`config.mk`:
```
export PLATFORM = sky130hd
export DESIGN_NAME = cpu_writeback_arbiter
export DESIGN_NICKNAME = d
export VERILOG_FILES = /design/src/rtl/cpu_writeback_arbiter.sv
export SDC_FILE = /design/constraint.sdc
export NUM_CORES = 1
export LEC_CHECK = 0
export BUFFER_PORTS_ARGS = -buffer_cell sky130_fd_sc_hd__buf_2
export CAP_MARGIN = 20
export CORE_ASPECT_RATIO = 0.7
export CORE_MARGIN = 2
export CORE_UTILIZATION = 42
export DETAILED_ROUTE_END_ITERATION = 8
export PLACE_DENSITY_LB_ADDON = 0.25
export SYNTH_ARGS = -nofsm -noshare
export SYNTH_HDL_FRONTEND = slang
export SYNTH_SLANG_ARGS = --single-unit
```
`constraint.sdc`:
```
create_clock -name clk_i -period 1.69 [get_ports clk_i]
set_clock_uncertainty 0.15 [all_clocks]
set_input_delay 0.169 -clock clk_i [delete_from_list [all_inputs] [get_ports clk_i]]
set_output_delay 0.169 -clock clk_i [all_outputs]
set_load 0.02 [all_outputs]
```
`src/rtl/cpu_writeback_arbiter.sv`:
```
// Round-robin arbiter sharing the register-file write port between execute and
// load writebacks, with a registered write stage and a pending-write scoreboard.
module cpu_writeback_arbiter #(
  parameter int NUM_REGS = 16,
  parameter int IDX_W    = 4,
  parameter int DATA_W   = 32
) (
  input  logic                clk_i,
  input  logic                rst_i,
  input  logic                ex_valid_i,
  output logic                ex_ready_o,
  input  logic [IDX_W-1:0]    ex_index_i,
  input  logic [DATA_W-1:0]   ex_value_i,
  input  logic                mem_valid_i,
  output logic                mem_ready_o,
  input  logic [IDX_W-1:0]    mem_index_i,
  input  logic [DATA_W-1:0]   mem_value_i,
  input  logic                issue_i,
  input  logic [IDX_W-1:0]    issue_index_i,
  output logic                write_enable_o,
  output logic [IDX_W-1:0]    reg_write_index_o,
  output logic [DATA_W-1:0]   value_o,
  output logic [NUM_REGS-1:0] busy_o,
  output logic                waw_err_o
);

  typedef enum logic {
    GRANT_EX  = 1'b0,
    GRANT_MEM = 1'b1
  } grant_t;

  grant_t                last_grant_q;
  logic                  ex_xfer;
  logic                  mem_xfer;
  logic [NUM_REGS-1:0]   busy_d;
  logic                  clear_hits_issue;
  logic                  waw_hit;

  // Ready depends only on the two valids and the previous winner.
  always_comb begin
    ex_ready_o  = ex_valid_i  && (!mem_valid_i || (last_grant_q == GRANT_MEM));
    mem_ready_o = mem_valid_i && (!ex_valid_i  || (last_grant_q == GRANT_EX));
    ex_xfer     = ex_valid_i  && ex_ready_o;
    mem_xfer    = mem_valid_i && mem_ready_o;
  end

  // Clear applies first so a same-edge issue to the committing register wins.
  always_comb begin
    busy_d = busy_o;
    if (write_enable_o) begin
      busy_d[reg_write_index_o] = 1'b0;
    end
    if (issue_i) begin
      busy_d[issue_index_i] = 1'b1;
    end
    clear_hits_issue = write_enable_o && (reg_write_index_o == issue_index_i);
    waw_hit          = issue_i && busy_o[issue_index_i] && !clear_hits_issue;
  end

  always_ff @(posedge clk_i or posedge rst_i) begin
    if (rst_i) begin
      last_grant_q      <= GRANT_MEM;
      write_enable_o    <= 1'b0;
      reg_write_index_o <= '0;
      value_o           <= '0;
      busy_o            <= '0;
      waw_err_o         <= 1'b0;
    end else begin
      write_enable_o <= ex_xfer || mem_xfer;
      if (ex_xfer) begin
        last_grant_q      <= GRANT_EX;
        reg_write_index_o <= ex_index_i;
        value_o           <= ex_value_i;
      end else if (mem_xfer) begin
        last_grant_q      <= GRANT_MEM;
        reg_write_index_o <= mem_index_i;
        value_o           <= mem_value_i;
      end
      busy_o <= busy_d;
      if (waw_hit) begin
        waw_err_o <= 1'b1;
      end
    end
  end

endmodule
```
==> metrics <==
first-pass GRT wire length 14.17 mm; Post-DP Area 3804 µm²; filler-free cell count of the finished design around 610; CP Capture Type flop; post-DP HPWL 6.073 mm; initial antenna violation count 0; maximum vdd drop between 0.0004 and 0.0005 V; Worst-Margin Slew between 0.4 and 0.5 ns; Synth Register Bits between 50 and 60; Tot GR Track Use 23.87%; syn nets 422; RePlAce Congestion 0.8906; H-tree Lvls 2; top layer used by detailed routing met4; RSZ-0062 raised after global routing yes; met3 wire len 569 µm; Die W 103.2 µm; register area share after synthesis 47.62%; Util after Layout 64.64%; Met2 Routed Length about 4.3 mm; commonest non-fill, non-tap cell in the layout buf_2; critical path cell sequence mux4_2 > a2111o_1 > a41o_1; Max Slew Vio Count 0; Combinational Power Share a little over 40%; vias in the first global route 3039; ant diodes 0; maximum clock frequency 582.1 MHz; Critical Path AT 1.79 ns; Worst Path Required 1.76 ns; core region area 6694 µm²; # nets final 600; Final Hold Fails 0; sw frac between 30 and 40%; clock slew at reported path FFs 0.11 ns; CTS tree built; DRT iter0 DRCs 116; leak pwr 1.994 nW; vias per cell approximately 5.3; via count of the routed design 3259; Yosys cell types 31; final setup fails 1; Worst setup SP type flop; CTS max path bufs 2; DRC 0; Clock Sinks 55; Psw 1.677 mW; Final min period 1.718 ns; failing checks negative setup slack; worst skew pair latency 0.32 ns; Critical Path Max Stage Delay between 0.4 and 0.5 ns; Filler cells 587; WL final between 9 and 10 mm; Seq pwr share 41.8%; pwr dens 995.5 nW/µm²; WL met1 about 4.2 mm; cell internal pwr 2.631 mW; CTS root buffer clkbuf_8; share of cells above drive strength 1 36.35%; CTS buffer count 5; Setup TNS Final -0.02801 ns; DR WL/cell 14.99 µm; Starting Density around 43%; Die ar. ~7600 µm²; dpl cells around 560; row count 25; Post-Syn Instances 341; largest net degree at the start of global routing 48; Syn-to-layout area delta 49.57%; grt ovf 0; CP top delay family compound AO/OA/AOI/OAI gates; IO Pins 137; CP Max Fanout 2; Synth Cell Area 2893 µm²; slowest stage cell, crit path mux4_2; Hold/Removal Path Class in -> reg; min setup slack post-route -0.02801 ns; critical path class reg -> reg; fin crit share 101.7%; Slew HR between 70% and 80%; fin area 4327 µm²; first drt pass iteration count 4; dpl ws -0.02313 ns; power share of the clock group 17.8%; post-synthesis area per instance 8.483 µm²; port buffer count 136; Buf/Inv on CP 0; antenna-violating nets left 0; commonest non-fill, non-tap cells in the layout buf_2 (133), dfrtp_1 (51), nor2_1 (38), dlygate4sd3_1 (37); maxcap violations 0; run status complete, but fails checks; DIE HEIGHT 73.44 µm; Synth Warn # 0
## power groups by stage
stage	sequential [mW]	combinational, mW	clock [mW]
after detailed placement	1.82	1.64	0
after global routing	1.84	1.88	0.834
after CTS	1.80	1.73	0.775
final	1.80	1.74	0.768
after global placement	1.80	1.62	0
after floorplan	2.14	0.612	0
## synth_stat cells
cell type	number	area, µm²
dfrtp_1	54	1351
nor2_1	38	142.6
a31oi_1	36	225.2
o22ai_1	36	225.2
a21oi_1	35	175.2
clkbuf_1	21	78.83
clkinv_1	18	67.56
o21ai_0	16	80.08
o21ai_1	15	75.07
inv_2	13	48.80
inv_1	9	33.78
nand2_1	9	33.78
nand2b_1	5	31.28
nand3_1	5	25.02
buf_1	4	15.01
nand3b_1	4	30.03
mux2i_1	3	30.03
or2_1	3	18.77
xor2_1	3	26.28
mux4_1	2	52.55
nor3_1	2	10.01
a2111o_1	1	11.26
a21boi_1	1	7.510
a41o_1	1	10.01
dfstp_2	1	26.28
dlygate4sd1_1	1	8.760
mux4_2	1	22.52
nand4_1	1	6.260
o21a_1	1	7.510
o31ai_1	1	7.510
xnor2_1	1	8.760
## flip-flops by register name (all words and copies together), names as in the netlist
name,flops
reg_write_index_o,4
busy_o,16
write_enable_o,1
value_o,32
last_grant_q,1
waw_err_o,1
## layout make-up
class / count / area (µm²) / share of cell area [%]
clock inverter: 3 / 20.02 / 0.4627
multi-input combinational: 220 / 1267 / 29.29
inverter: 40 / 153.9 / 3.557
timing repair buffer: 197 / 1318 / 30.45
clock buffer: 5 / 68.82 / 1.591
sequential: 55 / 1381 / 31.93
tap: 94 / 117.6 / 2.718
## final timing paths
kind,from,endpoint,slack (ns),cells after the start
max in group asynchronous,rst_i,last_grant_q,0.56,4
hold / removal,mem_value_i[20],value_o[20],0.005,3
min in group asynchronous,rst_i,value_o[29],0.25,3
hold reg to reg,waw_err_o,waw_err_o,0.34,1
setup / recovery,busy_o[7],waw_err_o,-0.03,3
setup reg to reg,busy_o[7],waw_err_o,-0.03,3
## layer usage
metal / vias up / global-route usage [%]
met1: 1523 / 33.23
met3: 14 / 4.472
met5: - / 0
met2: 142 / 37.95
li1: 1580 / -
met4: 0 / 7.602
## worst min-delay path: stages
cell and delay (ns):
buf_2 0.07, o22ai_1 0.07, a31oi_1 0.12
## metrics by stage
step / hold WS, ns / power, mW
finish: 0.004639 / 4.307
CTS: 0.003424 / 4.298
floorplan: 0.09266 / 2.755
global placement: 0.03917 / 3.415
detailed placement: 0.04608 / 3.454
global route: 0.003931 / 4.555
## logic make-up (layout without fill, tap and decap cells)
group | Yosys count | in the layout | synth area share, %
xor gates and xnor gates | 4 | 4 | 1.211
AOI/OAI and AO/OA | 143 | 143 | 28.50
buffers and inverters | 66 | 245 | 8.737
DFF | 55 | 55 | 47.62
muxes | 6 | 6 | 3.633
and+or+nand+nor | 67 | 67 | 10.29
## repair_timing
item                                   in CTS  in global routing
resized for setup                           5                  3
setup endpoints to repair                   3                  2
endpoints found under the hold margin      52                  0
setup buffers                               3                  2
hold buffers                               37                  0
pin swaps                                   1                  1
Power figures use the tool's default switching activity.
